<file path="src/rtl/hexa_pkg.sv">
// hexa_pkg: flit format, port offsets and shared types for the hexa mesh
package hexa_pkg;
    localparam int FLIT_W  = 32;
    localparam int COORD_W = 4;
    localparam int LEN_W   = 4;
    localparam int DATA_W  = 30;
    localparam logic [1:0] FLIT_IDLE = 2'b00;
    localparam logic [1:0] FLIT_HEAD = 2'b01;
    localparam logic [1:0] FLIT_BODY = 2'b10;
    localparam logic [1:0] FLIT_TAIL = 2'b11;
    localparam int TYPE_LSB  = 30;
    localparam int DST_X_LSB = 26;
    localparam int DST_Y_LSB = 22;
    localparam int SRC_X_LSB = 18;
    localparam int SRC_Y_LSB = 14;
    localparam int LEN_LSB   = 10;
    localparam int PORT_XPOS = 0;
    localparam int PORT_XNEG = 1;
    localparam int PORT_YPOS = 2;
    localparam int PORT_YNEG = 3;
    localparam int PORT_PE   = 4;
    typedef enum logic [1:0] {S_IDLE, S_HEAD, S_PAYLOAD} inj_state_e;
    function automatic logic [FLIT_W-1:0] make_head(
        input logic [COORD_W-1:0] dx,
        input logic [COORD_W-1:0] dy,
        input logic [COORD_W-1:0] sx,
        input logic [COORD_W-1:0] sy,
        input logic [LEN_W-1:0]   len
    );
        return (FLIT_W'(FLIT_HEAD) << TYPE_LSB) | (FLIT_W'(dx) << DST_X_LSB) |
               (FLIT_W'(dy) << DST_Y_LSB) | (FLIT_W'(sx) << SRC_X_LSB) |
               (FLIT_W'(sy) << SRC_Y_LSB) | (FLIT_W'(len) << LEN_LSB);
    endfunction
endpackage

</file>
<file path="src/rtl/hexa_pe_injector_if.sv">
// hexa_pe_injector_if: PE message/payload handshake and router pe channel bundle
interface hexa_pe_injector_if import hexa_pkg::*; #(parameter int CRT_W = 3);
    logic                 msg_valid;
    logic                 msg_ready;
    logic [COORD_W-1:0]   msg_dst_x;
    logic [COORD_W-1:0]   msg_dst_y;
    logic [LEN_W-1:0]     msg_len;
    logic                 data_valid;
    logic                 data_ready;
    logic [DATA_W-1:0]    data_in;
    logic                 credit_in;
    logic [FLIT_W-1:0]    channel_out;
    logic [CRT_W-1:0]     credits;
    logic                 err_zero_len;
    logic                 err_credit_ovf;
    modport master (
        output msg_valid, msg_dst_x, msg_dst_y, msg_len, data_valid, data_in, credit_in,
        input  msg_ready, data_ready, channel_out, credits, err_zero_len, err_credit_ovf
    );
    modport slave (
        input  msg_valid, msg_dst_x, msg_dst_y, msg_len, data_valid, data_in, credit_in,
        output msg_ready, data_ready, channel_out, credits, err_zero_len, err_credit_ovf
    );
endinterface

</file>
<file path="src/rtl/hexa_credit_counter.sv">
// hexa_credit_counter: saturating credit counter with sticky overflow flag
module hexa_credit_counter #(
    parameter int BUFFER_DEPTH = 4,
    parameter int CRT_W        = $clog2(BUFFER_DEPTH + 1)
) (
    input  logic             clk,
    input  logic             rst,
    input  logic             send,
    input  logic             credit_in,
    output logic [CRT_W-1:0] count,
    output logic             can_send,
    output logic             ovf
);
    logic lost;
    assign can_send = count != '0;
    assign lost     = credit_in && !send && count == CRT_W'(BUFFER_DEPTH);
    // a credit arriving at full count with no send is dropped and flagged
    always_ff @(posedge clk) begin
        if (rst) begin
            count <= CRT_W'(BUFFER_DEPTH);
            ovf   <= 1'b0;
        end else begin
            count <= count - CRT_W'(send) + CRT_W'(credit_in && !lost);
            ovf   <= ovf || lost;
        end
    end
endmodule

</file>
<file path="src/rtl/hexa_pe_injector.sv">
// hexa_pe_injector: packetizes PE messages into head/body/tail flits for the router pe port
module hexa_pe_injector import hexa_pkg::*; #(
    parameter int XCOR         = 2,
    parameter int YCOR         = 2,
    parameter int BUFFER_DEPTH = 4,
    parameter int CRT_W        = $clog2(BUFFER_DEPTH + 1)
) (
    input logic               clk,
    input logic               rst,
    hexa_pe_injector_if.slave bus
);
    inj_state_e         state;
    logic [COORD_W-1:0] dst_x;
    logic [COORD_W-1:0] dst_y;
    logic [LEN_W-1:0]   len;
    logic [LEN_W-1:0]   remaining;
    logic               can_send;
    logic               take_word;
    logic               send;
    assign bus.msg_ready  = state == S_IDLE;
    assign bus.data_ready = state == S_PAYLOAD && can_send;
    assign take_word      = bus.data_valid && bus.data_ready;
    assign send           = (state == S_HEAD && can_send) || take_word;
    hexa_credit_counter #(.BUFFER_DEPTH(BUFFER_DEPTH), .CRT_W(CRT_W)) u_credit (
        .clk      (clk),
        .rst      (rst),
        .send     (send),
        .credit_in(bus.credit_in),
        .count    (bus.credits),
        .can_send (can_send),
        .ovf      (bus.err_credit_ovf)
    );
    // packet FSM; channel_out is registered and falls back to idle every cycle without a send
    always_ff @(posedge clk) begin
        if (rst) begin
            state            <= S_IDLE;
            dst_x            <= '0;
            dst_y            <= '0;
            len              <= '0;
            remaining        <= '0;
            bus.channel_out  <= '0;
            bus.err_zero_len <= 1'b0;
        end else begin
            bus.channel_out <= '0;
            case (state)
                S_IDLE: if (bus.msg_valid) begin
                    if (bus.msg_len != '0) begin
                        dst_x     <= bus.msg_dst_x;
                        dst_y     <= bus.msg_dst_y;
                        len       <= bus.msg_len;
                        remaining <= bus.msg_len;
                        state     <= S_HEAD;
                    end else begin
                        bus.err_zero_len <= 1'b1;
                    end
                end
                S_HEAD: if (can_send) begin
                    bus.channel_out <= make_head(dst_x, dst_y, COORD_W'(XCOR), COORD_W'(YCOR), len);
                    state           <= S_PAYLOAD;
                end
                S_PAYLOAD: if (take_word) begin
                    bus.channel_out <= {((remaining == LEN_W'(1)) ? FLIT_TAIL : FLIT_BODY), bus.data_in};
                    remaining       <= remaining - 1'b1;
                    if (remaining == LEN_W'(1)) state <= S_IDLE;
                end
                default: state <= S_IDLE;
            endcase
        end
    end
endmodule

</file>
<file path="src/flat_wrapper.sv">
// flat-port wrapper written by rule: the top's interface ports become plain ports
module hexa_pe_injector_flat import hexa_pkg::*;
#(
    parameter int XCOR         = 2,
    parameter int YCOR         = 2,
    parameter int BUFFER_DEPTH = 4,
    parameter int CRT_W        = $clog2(BUFFER_DEPTH + 1)
)
  (clk, rst, bus_msg_valid, bus_msg_dst_x, bus_msg_dst_y, bus_msg_len, bus_data_valid, bus_data_in, bus_credit_in, bus_msg_ready, bus_data_ready, bus_channel_out, bus_credits, bus_err_zero_len, bus_err_credit_ovf);
  hexa_pe_injector_if #(.CRT_W(CRT_W)) bus_i ();
  input logic clk;
  input logic rst;
  input wire logic [$bits(bus_i.msg_valid)-1:0] bus_msg_valid;
  input wire logic [$bits(bus_i.msg_dst_x)-1:0] bus_msg_dst_x;
  input wire logic [$bits(bus_i.msg_dst_y)-1:0] bus_msg_dst_y;
  input wire logic [$bits(bus_i.msg_len)-1:0] bus_msg_len;
  input wire logic [$bits(bus_i.data_valid)-1:0] bus_data_valid;
  input wire logic [$bits(bus_i.data_in)-1:0] bus_data_in;
  input wire logic [$bits(bus_i.credit_in)-1:0] bus_credit_in;
  output wire logic [$bits(bus_i.msg_ready)-1:0] bus_msg_ready;
  output wire logic [$bits(bus_i.data_ready)-1:0] bus_data_ready;
  output wire logic [$bits(bus_i.channel_out)-1:0] bus_channel_out;
  output wire logic [$bits(bus_i.credits)-1:0] bus_credits;
  output wire logic [$bits(bus_i.err_zero_len)-1:0] bus_err_zero_len;
  output wire logic [$bits(bus_i.err_credit_ovf)-1:0] bus_err_credit_ovf;
  assign bus_i.msg_valid = bus_msg_valid;
  assign bus_i.msg_dst_x = bus_msg_dst_x;
  assign bus_i.msg_dst_y = bus_msg_dst_y;
  assign bus_i.msg_len = bus_msg_len;
  assign bus_i.data_valid = bus_data_valid;
  assign bus_i.data_in = bus_data_in;
  assign bus_i.credit_in = bus_credit_in;
  assign bus_msg_ready = bus_i.msg_ready;
  assign bus_data_ready = bus_i.data_ready;
  assign bus_channel_out = bus_i.channel_out;
  assign bus_credits = bus_i.credits;
  assign bus_err_zero_len = bus_i.err_zero_len;
  assign bus_err_credit_ovf = bus_i.err_credit_ovf;
  hexa_pe_injector #(.XCOR(XCOR), .YCOR(YCOR), .BUFFER_DEPTH(BUFFER_DEPTH), .CRT_W(CRT_W)) u_core (.clk(clk), .rst(rst), .bus(bus_i));
endmodule
</file>
<file path="config.mk">
export PLATFORM = sky130hd
export DESIGN_NAME = hexa_pe_injector_flat
export DESIGN_NICKNAME = d
export VERILOG_FILES = /design/src/rtl/hexa_pkg.sv /design/src/rtl/hexa_pe_injector_if.sv /design/src/rtl/hexa_credit_counter.sv /design/src/rtl/hexa_pe_injector.sv /design/src/flat_wrapper.sv
export SDC_FILE = /design/constraint.sdc
export NUM_CORES = 1
export LEC_CHECK = 0
export BUFFER_PORTS_ARGS = -buffer_cell sky130_fd_sc_hd__buf_2
export CORE_UTILIZATION = 40
export DETAILED_ROUTE_END_ITERATION = 12
export GPL_TIMING_DRIVEN = 1
export PLACE_DENSITY = 0.74
export SYNTH_ARGS = -nofsm -noshare
export SYNTH_HDL_FRONTEND = slang
export SYNTH_SLANG_ARGS = --single-unit
</file>
<file path="constraint.sdc">
create_clock -name clk -period 3.85 [get_ports clk]
set_input_delay 0.385 -clock clk [delete_from_list [all_inputs] [get_ports clk]]
set_output_delay 0.385 -clock clk [all_outputs]
set_load 0.01 [all_outputs]
</file>
==> run summary <==
* 76.45 um — vertical extent of the die
* 5 — total clock buffers created by CTS
* 0.6584 — period utilisation layout
* sky130_fd_sc_hd__dfxtp_1 — cell type of the slowest stage on the worst timing path
* 1.315 ns — setup slack of the critical path after layout
* 4359 um — final routed wirelength across all metal layers
* u_core.u_credit.count[2] — startpoint of the most critical register-to-register path
* complete, no violations — run status
* 7224 um — wire length of the first global-routing pass
* 16 — largest fanout of any net on the critical path
* 1.333 ns — placement-stage worst setup slack
* nor3_1 -> nor2b_1 -> buf_4 -> nand2b_1 -> ha_1 -> inv_1 -> ha_1 -> fa_1 -> xnor2_1 -> xnor2_1 -> nand2b_1 — worst path cell trace
* 2763 um^2 — post-route standard cell area excluding fillers
* 55 — number of flip-flops and latches in the synthesized netlist
* sky130_fd_sc_hd__dfxtp_1 — most frequently used flop master after synthesis
* 556.9 nW/um^2 — PD cells
* 0.009033 ns — final worst clock skew
* 2.73 ns — arrival time at the worst endpoint
* 0 — proportion of synthesized flip-flops having asynchronous set or reset
* 0 — number of max-slew violations in the final report
* 2 — worst-case clock buffer depth
* 0.2283 mV — Peak supply drop
* 0 — initial antenna violation count
* 3317 um — post-detail-place hpwl
* 55 — Clock Sink Count
* no — setup repair after global routing missed its margin
* yes — CTS tree
* 1.32 ns — Reg2Reg Setup Slack
* 0.1534 — aggregate global-route resource usage
* input port to flop — type of the tightest min-delay check
* 0.30 ns — source-to-sink clock delay at the later pin of the worst-skew pair
* 9.640 um^2 — mean instance size in the synthesized netlist
* 24.61% — post-synthesis to final-layout area growth
* 0 — count of flip-flops with a built-in enable after synthesis
* 0.3762 — ratio of cells with drive above 1 in the final layout
* 0 — antenna diode count
* 2 — deepest level of the CTS H-tree
* 230 — gate count after technology mapping
* 0.09 ns — clock-pin slew of the registers on the worst-case setup and hold paths
* 0.3945 GHz — Fmax achieved
* 31 — largest net degree at the start of global routing
* 0.4233 — Initial Utilization
* sky130_fd_sc_hd__clkbuf_8 — cell chosen for the clock root
* 2.535 ns — post-layout min period
* 285 — Post-Syn Nets
* 0 — # Max-Cap Violations
* 0 — remaining antenna violation count
* 26 — standard-cell row count
* 76.45 um — die width
* 0 — aggregate global routing overflow
* 1.247 nW — leakage power figure
* 5845 um^2 — full die area
* 0 ns — setup total negative slack
* 0.4966 — post-synthesis sequential area ratio
* 1,603 — number of global-route vias before repair
* flop — crit path capture type
* 11.44 um — DR WL/cell
* u_core.bus.channel_out[20] — end point of the most critical hold path
* u_core.u_credit.count[2] — Crit Reg-Reg Endpoint
* 76 — violation count after the first detailed-routing iteration
* 0 — hold-fix buffer count after cts
* bus_data_in[20] — worst hold path startpoint
* 2 — cell depth of the worst hold path
* 0 — Hold Violations, Final
* adder cells — kind of cell adding the most delay to the critical path
* 4.751 — per-cell via count in the routed design
* 0.5842 ns — actual slew at the worst max-slew pin
* 0 — post-CTS setup-driven buffer insertion count
* 5238 um^2 — core area
* 2 — count of buffer and inverter cells on the critical path
* 0.9093 — routability-driven placement congestion ratio
* 381 — Non-Filler Instances
* 1,810 — vias after detailed routing
* 4.05 ns — endpoint required time on the critical path
* 37 — distinct cell type count of the synthesized netlist
* 0 — final routed DRC violation total
* 373 — number of placed instances with taps included
* 4 — Detailed Routing Iterations Pass 1
* 11 — Reg2Reg Depth
* 2217 um^2 — Mapped Area
* flop — startpoint kind of the worst setup timing path
* 86 — IO Count
* 365 — final layout net count
* 0.2792 ns — smallest hold slack
* 0.6105 — worst max-slew margin expressed relative to the limit
* flop to flop — classification of the worst setup path
* 85 — Port Buffer Count
* 0 — total setup violations reported at the end of the flow
* 0 — Post-CTS Resized
* 0 — count of synthesis-stage warnings from yosys
* 2659 um^2 — area post-placement
* 0.38 ns — slowest cell delay on critical path
-- routing by layer --
| metal | track usage | up-vias | wire length [um] |
|---|---|---|---|
| li1 | - | 921 | - |
| met4 | 0.05192 | 0 | 47 |
| met2 | 0.2459 | 68 | 2015 |
| met1 | 0.2048 | 817 | 2045 |
| met5 | 0 | - | 0 |
| met3 | 0.03114 | 4 | 250 |
-- synthesized netlist by cell type, types with 4 or more instances --
| cell | instances | share of area |
|---|---|---|
| sky130_fd_sc_hd__clkbuf_1 | 6 | 0.010 |
| sky130_fd_sc_hd__nand2b_1 | 11 | 0.031 |
| sky130_fd_sc_hd__nor2_1 | 24 | 0.041 |
| sky130_fd_sc_hd__ha_1 | 7 | 0.040 |
| sky130_fd_sc_hd__a22oi_2 | 10 | 0.056 |
| sky130_fd_sc_hd__and2_1 | 17 | 0.048 |
| sky130_fd_sc_hd__a21oi_2 | 7 | 0.028 |
| sky130_fd_sc_hd__a21oi_1 | 12 | 0.027 |
| sky130_fd_sc_hd__dfxtp_1 | 55 | 0.50 |
| sky130_fd_sc_hd__inv_1 | 8 | 0.014 |
| sky130_fd_sc_hd__a22oi_1 | 4 | 0.014 |
| sky130_fd_sc_hd__nand2_1 | 28 | 0.047 |
-- worst max-delay path by stage --
stage	start	endpoint	slack (ns)	cells after the start
5_1_grt	u_core.state[0]	u_core.u_credit.count[2]	1.07	12
6_report	u_core.u_credit.count[2]	u_core.u_credit.count[2]	1.32	11
2_1_floorplan	u_core.u_credit.count[2]	u_core.u_credit.count[2]	1.32	12
4_1_cts	u_core.u_credit.count[2]	u_core.u_credit.count[2]	1.32	11
3_5_place_dp	u_core.state[1]	u_core.u_credit.count[2]	1.33	12
3_3_place_gp	u_core.state[1]	u_core.u_credit.count[2]	1.39	12
-- cells in the final DEF (no fill, tap or decap), types with 2 or more instances in the layout --
cell type / count
sky130_fd_sc_hd__a22oi_1: 4
sky130_fd_sc_hd__nor3_1: 3
sky130_fd_sc_hd__buf_2: 85
sky130_fd_sc_hd__inv_1: 8
sky130_fd_sc_hd__nor2b_1: 3
sky130_fd_sc_hd__nand3_1: 2
sky130_fd_sc_hd__nand2_1: 28
sky130_fd_sc_hd__and2_1: 17
sky130_fd_sc_hd__mux2i_1: 3
sky130_fd_sc_hd__a21oi_2: 7
sky130_fd_sc_hd__a21oi_1: 12
sky130_fd_sc_hd__o32ai_1: 3
sky130_fd_sc_hd__a22oi_2: 10
sky130_fd_sc_hd__clkbuf_8: 7
sky130_fd_sc_hd__dfxtp_1: 55
sky130_fd_sc_hd__ha_1: 7
sky130_fd_sc_hd__nor2_1: 24
sky130_fd_sc_hd__nand2b_1: 11
sky130_fd_sc_hd__o21ai_0: 2
sky130_fd_sc_hd__nor3b_1: 2
sky130_fd_sc_hd__xnor2_1: 2
sky130_fd_sc_hd__nor4_1: 2
-- where the power goes --
| group | switching, mW | internal [mW] | total, mW |
|---|---|---|---|
| combinational | 0.291 | 0.218 | 0.509 |
| sequential | 0.0535 | 0.639 | 0.693 |
| clock | 0.173 | 0.164 | 0.337 |
| total | 0.517 | 1.02 | 1.54 |
-- logic make-up after synthesis --
logic type                 synth area share
buffers and inverters               0.04910
adders and majority gates           0.04853
muxes                               0.01354
xor gates and xnor gates           0.007902
DFF                                  0.4966
and+or+nand+nor                      0.2139
AOI/OAI and AO/OA                    0.1704
-- layout make-up --
cell class                      instances  area [um^2]
Sequential cell                        55         1101
Fill cell                             499         2475
Multi-Input combinational cell        154         1007
Timing Repair Buffer                   86        432.9
Clock inverter                          1        7.507
Clock buffer                            7        96.34
Tap cell                               70        87.58
Inverter                                8        30.03
-- per-stage QoR --
step / total power [mW] / utilization
floorplan: 1.098 / -
global placement: 1.206 / 0.5076
detailed placement: 1.215 / 0.5076
CTS: 1.553 / 0.5275
global route: 1.653 / 0.5275
finish: 1.538 / 0.5275
-- sequential cells by signal, indices dropped and copies added, names as in the netlist --
signal                   count
u_core.bus.channel_out      32
u_core.bus.err_zero_len      1
u_core.dst_x                 4
u_core.dst_y                 4
u_core.len                   4
u_core.remaining             4
u_core.state                 2
u_core.u_credit.count        3
u_core.u_credit.ovf          1
-- worst register-to-register path: cells and delay by family, from the launching register on --
| family | cells | cell delay [ns] |
|---|---|---|
| xor gates and xnor gates | 2 | 0.31 |
| DFF | 1 | 0.38 |
| and+or+nand+nor | 4 | 0.67 |
| buffers and inverters | 2 | 0.25 |
| adders and majority gates | 3 | 0.82 |
No activity file was read; power rests on OpenSTA's default activity.
